===== src/rtl/vx_writeback_arb_scalar_if.sv =====
// Execute-to-writeback bus for the per-slot writeback arbiter: NUM_SRCS result
// streams in per issue slot and one writeback stream out per slot (no ready).
interface vx_writeback_arb_scalar_if #(
  parameter int NUM_SRCS   = 3,
  parameter int THREAD_CNT = 4,
  parameter int ISSUE_CNT  = 2,
  parameter int WIS_W      = 2,
  parameter int XLEN       = 32,
  parameter int NR_BITS    = 5,
  parameter int UUID_W     = 44
);
  typedef struct packed {
    logic [UUID_W-1:0]                uuid;
    logic [WIS_W-1:0]                 wis;
    logic [THREAD_CNT-1:0]            tmask;
    logic [XLEN-1:0]                  PC;
    logic                             wb;
    logic [NR_BITS-1:0]               rd;
    logic [THREAD_CNT-1:0][XLEN-1:0]  data;
    logic                             sop;
    logic                             eop;
  } beat_t;

  logic  [ISSUE_CNT-1:0][NUM_SRCS-1:0] src_valid;
  logic  [ISSUE_CNT-1:0][NUM_SRCS-1:0] src_ready;
  beat_t [ISSUE_CNT-1:0][NUM_SRCS-1:0] src_data;
  logic  [ISSUE_CNT-1:0]               wb_valid;
  beat_t [ISSUE_CNT-1:0]               wb_data;

  // master: the arbiter (drives writeback); slave: execute units / consumer
  modport master (input src_valid, src_data, output src_ready, wb_valid, wb_data);
  modport slave  (output src_valid, src_data, input src_ready, wb_valid, wb_data);
endinterface


===== src/rtl/vx_writeback_arb_scalar.sv =====
// Per-issue-slot round-robin writeback arbiter with packet locking: multi-beat
// packets are never interleaved, and the registered output stage has no backpressure.
`ifndef STALL_TIMEOUT
`define STALL_TIMEOUT 1000
`endif

module vx_writeback_arb_scalar #(
  parameter int CORE_ID    = 0,
  parameter int NUM_SRCS   = 3,
  parameter int THREAD_CNT = 4,
  parameter int ISSUE_CNT  = 2,
  parameter int WARP_CNT   = 8
) (
  input  logic                         clk,
  input  logic                         reset,
  vx_writeback_arb_scalar_if.master    bus,
  output logic [ISSUE_CNT-1:0][31:0]   perf_stalls
);
  localparam int            PW   = (NUM_SRCS > 1) ? $clog2(NUM_SRCS) : 1;
  localparam logic [PW-1:0] LAST = PW'(NUM_SRCS - 1);

  if (NUM_SRCS < 1 || THREAD_CNT < 1 || WARP_CNT < ISSUE_CNT) begin : g_bad_cfg
    $error("vx_writeback_arb_scalar: invalid configuration");
  end

  logic [ISSUE_CNT-1:0][PW-1:0]       ptr, owner, gidx;
  logic [ISSUE_CNT-1:0]               locked, any;
  logic [ISSUE_CNT-1:0][NUM_SRCS-1:0] gnt;
  int                                 idx;

  // While locked only the owner may win, even if it is idle this cycle.
  always_comb begin
    gnt  = '0;
    gidx = '0;
    any  = '0;
    idx  = 0;
    for (int s = 0; s < ISSUE_CNT; s++) begin
      if (!reset) begin
        if (locked[s]) begin
          if (bus.src_valid[s][owner[s]]) begin
            gnt[s][owner[s]] = 1'b1;
            gidx[s]          = owner[s];
            any[s]           = 1'b1;
          end
        end else begin
          for (int i = 0; i < NUM_SRCS; i++) begin
            idx = (int'(ptr[s]) + i) % NUM_SRCS;
            if (!any[s] && bus.src_valid[s][idx]) begin
              gnt[s][idx] = 1'b1;
              gidx[s]     = PW'(idx);
              any[s]      = 1'b1;
            end
          end
        end
      end
    end
  end

  assign bus.src_ready = gnt;

  always_ff @(posedge clk) begin
    if (reset) begin
      ptr          <= '0;
      owner        <= '0;
      locked       <= '0;
      perf_stalls  <= '0;
      bus.wb_valid <= '0;
      bus.wb_data  <= '0;
    end else begin
      for (int s = 0; s < ISSUE_CNT; s++) begin
        bus.wb_valid[s] <= any[s] && bus.src_data[s][gidx[s]].wb;
        if (any[s] && bus.src_data[s][gidx[s]].wb)
          bus.wb_data[s] <= bus.src_data[s][gidx[s]];
        if (any[s]) begin
          if (bus.src_data[s][gidx[s]].eop) begin
            locked[s] <= 1'b0;
            ptr[s]    <= (gidx[s] == LAST) ? '0 : gidx[s] + 1'b1;
          end else begin
            locked[s] <= 1'b1;
            owner[s]  <= gidx[s];
          end
        end
        if (|(bus.src_valid[s] & ~gnt[s]) && perf_stalls[s] != 32'hFFFF_FFFF)
          perf_stalls[s] <= perf_stalls[s] + 32'd1;
      end
    end
  end

`ifndef SYNTHESIS
  logic [ISSUE_CNT-1:0][31:0] lock_age;

  always_ff @(posedge clk) begin
    if (reset) begin
      lock_age <= '0;
    end else begin
      for (int s = 0; s < ISSUE_CNT; s++) begin
        lock_age[s] <= locked[s] ? lock_age[s] + 32'd1 : 32'd0;
        if (any[s] && !locked[s])
          assert (bus.src_data[s][gidx[s]].sop)
            else $error("core%0d slot%0d: packet start without sop", CORE_ID, s);
        if (locked[s])
          assert (lock_age[s] < `STALL_TIMEOUT)
            else $error("core%0d slot%0d: lock held by src %0d past timeout", CORE_ID, s, owner[s]);
      end
    end
  end
`endif
endmodule

===== src/flat_wrapper.sv =====
// flat-port wrapper written by rule: the top's interface ports become plain ports
module vx_writeback_arb_scalar_flat 
#(
  parameter int CORE_ID    = 0,
  parameter int NUM_SRCS   = 3,
  parameter int THREAD_CNT = 4,
  parameter int ISSUE_CNT  = 2,
  parameter int WARP_CNT   = 8
)
  (clk, reset, perf_stalls, bus_src_valid, bus_src_data, bus_src_ready, bus_wb_valid, bus_wb_data);
  vx_writeback_arb_scalar_if #(.NUM_SRCS(NUM_SRCS), .THREAD_CNT(THREAD_CNT), .ISSUE_CNT(ISSUE_CNT)) bus_i ();
  input  logic clk;
  input  logic reset;
  output logic [ISSUE_CNT-1:0][31:0] perf_stalls;
  input wire logic [$bits(bus_i.src_valid)-1:0] bus_src_valid;
  input wire logic [$bits(bus_i.src_data)-1:0] bus_src_data;
  output wire logic [$bits(bus_i.src_ready)-1:0] bus_src_ready;
  output wire logic [$bits(bus_i.wb_valid)-1:0] bus_wb_valid;
  output wire logic [$bits(bus_i.wb_data)-1:0] bus_wb_data;
  assign bus_i.src_valid = bus_src_valid;
  assign bus_i.src_data = bus_src_data;
  assign bus_src_ready = bus_i.src_ready;
  assign bus_wb_valid = bus_i.wb_valid;
  assign bus_wb_data = bus_i.wb_data;
  vx_writeback_arb_scalar #(.CORE_ID(CORE_ID), .NUM_SRCS(NUM_SRCS), .THREAD_CNT(THREAD_CNT), .ISSUE_CNT(ISSUE_CNT), .WARP_CNT(WARP_CNT)) u_core (.clk(clk), .reset(reset), .bus(bus_i), .perf_stalls(perf_stalls));
endmodule

===== config.mk =====
export PLATFORM = sky130hd
export DESIGN_NAME = vx_writeback_arb_scalar_flat
export DESIGN_NICKNAME = d
export VERILOG_FILES = /design/src/rtl/vx_writeback_arb_scalar_if.sv /design/src/rtl/vx_writeback_arb_scalar.sv /design/src/flat_wrapper.sv
export SDC_FILE = /design/constraint.sdc
export NUM_CORES = 2
export LEC_CHECK = 0
export BUFFER_PORTS_ARGS = -buffer_cell sky130_fd_sc_hd__buf_2
export CAP_MARGIN = 5
export CORE_AREA = 2 2 719 721
export CTS_CLUSTER_DIAMETER = 200
export DETAILED_ROUTE_END_ITERATION = 7
export DIE_AREA = 0 0 721 723
export GPL_ROUTABILITY_DRIVEN = 0
export PLACE_DENSITY_LB_ADDON = 0.12
export SLEW_MARGIN = 15
export SYNTH_ARGS = -nofsm -noshare
export SYNTH_HDL_FRONTEND = slang
export SYNTH_SLANG_ARGS = --single-unit

===== constraint.sdc =====
create_clock -name clk -period 3.35 [get_ports clk]
set_input_delay 0.8375 -clock clk [delete_from_list [all_inputs] [get_ports clk]]
set_output_delay 0.8375 -clock clk [all_outputs]
set_load 0.02 [all_outputs]

==> impl_metrics.toml <==
[clock_network]
clockBufferDepth = 4
tritoncts_clock_tree = "built"
clock_tree.root_cell = "clkbuf_16"
worst_skew_pair.late_latency_ps = 830
ctsHtreeMaxLevel = 3
cts-buffers-inserted = 88
cts.sink_count = 512
cts_hold_repair.buffers = 0
clk_pin_slew_worst_paths_ps = 50

[die]
die_h_um = 723
start_util_pct = 5.40
die_w_um = 721
design.die.area_um2 = 521000
io_pins = 1824
placement_rows = 264
core_region_area_um2 = 515000

[layout]
mostFrequentLayoutCells = "buf_2 (1,816), nand2_1 (1,123), dfxtp_1 (508)"
layoutNonFillerInstCount = 12600
syn2layout_area_growth_pct = 84.7
filler_cell_count = 60500
leading_cell_type_in_the_layout_fill_and_taps_excluded = "buf_2"
finish.net_count = 7019
final_layout_size_suffix_gt1_share_pct = 42.2
footprint_of_the_multi_input_gates_um2 = 16300
register_area_um2 = 10300

[drt]
wire_per_inst_um = 30.7
firstDrtPassIters = 5
post-route-drc-count = 0
drc_violation_total_after_the_first_tritonroute_iteration = 2760
finalWirelength_um = 387000
ant_nets = 0
avgViaCountPerCell = 3.08
dr_total_vias = 38800

[sta]
unrepaired_setup_endpoints_after_global_routing = "yes"
worst-slew-pin-transition_ps = 1190
finalWorstSetupSlack_ps = -250
finalSetupViolCount = 41
fmax_ghz = 0.278
max-slew-margin-rel_pct = 20.9
final-max-slew-violation-count = 0
post-route-min-period_ps = 3600
fin_worst_skew_ps = 65.8
fin_crit_sh_pct = 107
final-hold-violation-count = 0

[setup_path]
timing.rr.end = "u_core.bus.wb_data[205]"
setup.worst_path.class = "reg -> out"
worst_setup_path_start_kind = "register"
timing.critical_path.fanout_max = 5
critPathSlowestCell = "a221oi_2"
setup.worst_path.end_class = "primary output"
worst_ep_required_time_ps = 2510
worst_r2r_path_depth = 17
crit_path_end = "bus_src_ready[2]"
cpPeakStageDelay_ps = 370
worst_reg2reg_setup_slack_ps = -130
worstSetupStartpoint = "u_core.ptr[0]"
crit_chain = "inv_2, ha_4, buf_4, and4bb_2, a221oi_2, buf_4, a21oi_4, buf_6, buf_12"
regToRegStartpoint = "u_core.ptr[0]"
critPathMostFrequentCell = "buf_4"
critical_path_arrival_ps = 2760

[run]
cap_violations = 0

[grt]
total_routing_usage_reported_by_global_routing_pct = 14.0
wire_length_of_the_first_global_routing_pass_um = 466000
grt_antenna_before_repair = 241
grt-ovfl-total = 0
grt_start_max_net_pins = 125
first_global_vias = 38000

[yosys]
netlist_instances = 3768
synth-edff-count = 0
synthesis.area_per_instance_um2 = 7.38
postSynth.asyncResetShare_pct = 0
postSynthRegisterBits = 512
ys_seq_area_share_pct = 36.9
yosys_warnings = 0
post_synth_num_cell_types = 72
synthesis.nets = 5094
synth_ff_type = "dfxtp_1"
synthesis.area_um2 = 27800

[hold_path]
hold_path.startpoint = "bus_src_data[872]"
hold_path.class = "in -> reg"

[placed_design]
dpl.cell_count = 12300
buffer_ports.inserted = 1823
dp_hpwl_um = 339000
place_worst_setup_slack_ps = -351

[pwr]
p_leak_nw = 20.9
worst_ir_drop_vdd_mv = 0.335
p_per_area_nw_per_um2 = 775

[run_status]
failed_checks = "negative setup slack"
outcome = "complete, but fails checks"
==> state kept, by name, summed over array words and instances, names as in the netlist <==
register / count
u_core.owner: 4
u_core.bus.wb_valid: 2
u_core.bus.wb_data: 436
u_core.perf_stalls: 64
u_core.locked: 2
u_core.ptr: 4
==> cell families (layout without fill, tap and decap cells) <==
group | after synthesis | count (layout) | share of synthesized area (%)
mux | 243 | 243 | 8.86
flops | 512 | 512 | 36.9
xor+xnor | 1 | 1 | 0.0315
buf+inv | 380 | 2365 | 5.86
fa+ha+maj | 10 | 10 | 0.450
simple gates | 1584 | 1584 | 24.4
compound gates | 1038 | 1038 | 23.6
other cells | 0 | 67 | 0
==> power breakdown <==
part	internal [mW]	leakage (nW)	switching (mW)
logic	6.95	15.3	14.8
clock network	5.53	1.37	3.91
registers	7.50	4.18	1.07
==> routing by layer <==
layer | vias up | global-route usage, % | part of all wire, % | wire length (um)
li1 | 17300 | - | - | -
met1 | 19000 | 17.6 | 43 | 166000
met2 | 1761 | 22.3 | 44 | 171000
met3 | 554 | 5.66 | 9.7 | 37700
met4 | 112 | 3.06 | 2.9 | 11100
met5 | - | 0 | 0.19 | 717
==> cell usage after synthesis, types with 4 or more instances <==
cell / number / share of area (%)
nand2_1: 1127 / 15
dfxtp_1: 512 / 37
a21oi_1: 492 / 8.9
o211ai_1: 437 / 12
nand3_1: 240 / 4.3
mux2i_1: 224 / 8.1
clkbuf_1: 198 / 2.7
buf_2: 136 / 2.4
nor2_1: 44 / 0.59
o21ai_0: 32 / 0.58
or4_1: 24 / 0.65
inv_1: 23 / 0.31
nand4_1: 23 / 0.52
or3_1: 23 / 0.52
nor2b_1: 22 / 0.49
o31ai_1: 18 / 0.49
mux2_2: 16 / 0.65
buf_1: 14 / 0.19
and3_1: 13 / 0.29
nor3_1: 11 / 0.20
ha_1: 10 / 0.45
nor4_1: 10 / 0.23
nand2b_1: 9 / 0.20
and2_1: 8 / 0.18
o41ai_1: 6 / 0.19
a21o_1: 5 / 0.14
a31oi_1: 5 / 0.11
and4_1: 5 / 0.16
nand3b_1: 5 / 0.14
o21a_1: 5 / 0.14
a211o_1: 4 / 0.13
==> stage by stage <==
| stage | hold slack, ps | instance area [um2] | TNS (ps) | utilization (%) | total power, mW |
|---|---|---|---|---|---|
| global route | 173 | 51200 | -17040 | 9.96 | 42.3 |
| detailed placement | 444 | 47000 | -10560 | 9.13 | 29.7 |
| floorplan | 468 | 27800 | 0 | - | 17.2 |
| finish | 247 | 51400 | -2350 | 9.98 | 39.8 |
| global placement | 445 | 47000 | -9650 | 9.13 | 29.7 |
| CTS | 116 | 50300 | -1620 | 9.78 | 40.1 |
==> critical path: cells and delay by family (launching register included) <==
family	cells	cell delay, ps
and+or+nand+nor	1	230
DFF	1	330
AOI/OAI and AO/OA	2	440
adders and majority gates	1	260
buffers and inverters	5	640
==> worst min path at each step <==
stage	end	slack (ps)	cells after the start
finish	u_core.owner[2]	250	2
global route	u_core.owner[1]	170	2
CTS	u_core.owner[1]	120	2
detailed placement	u_core.bus.wb_data[224]	440	2
global placement	u_core.bus.wb_data[122]	440	2
floorplan	u_core.ptr[3]	470	2
==> timing repair <==
item                                    4_1_cts  5_1_grt
resized for setup                            71       88
endpoints found under the setup margin      118       72
cloned                                        2       10
pin swaps                                    21       97
setup buffers                                21       37
==> layout make-up <==
cell class                      instances  share of cell area (%)
Multi-Input combinational cell       2876                    31.7
Timing Repair Buffer                 2189                    25.8
Sequential cell                       512                    20.0
Tap cell                             6783                    16.5
Clock buffer                          125                    4.85
Clock inverter                         25                   0.602
Antenna cell                           67                   0.326
Inverter                               26                   0.229
No activity file was read; power rests on OpenSTA's default activity.
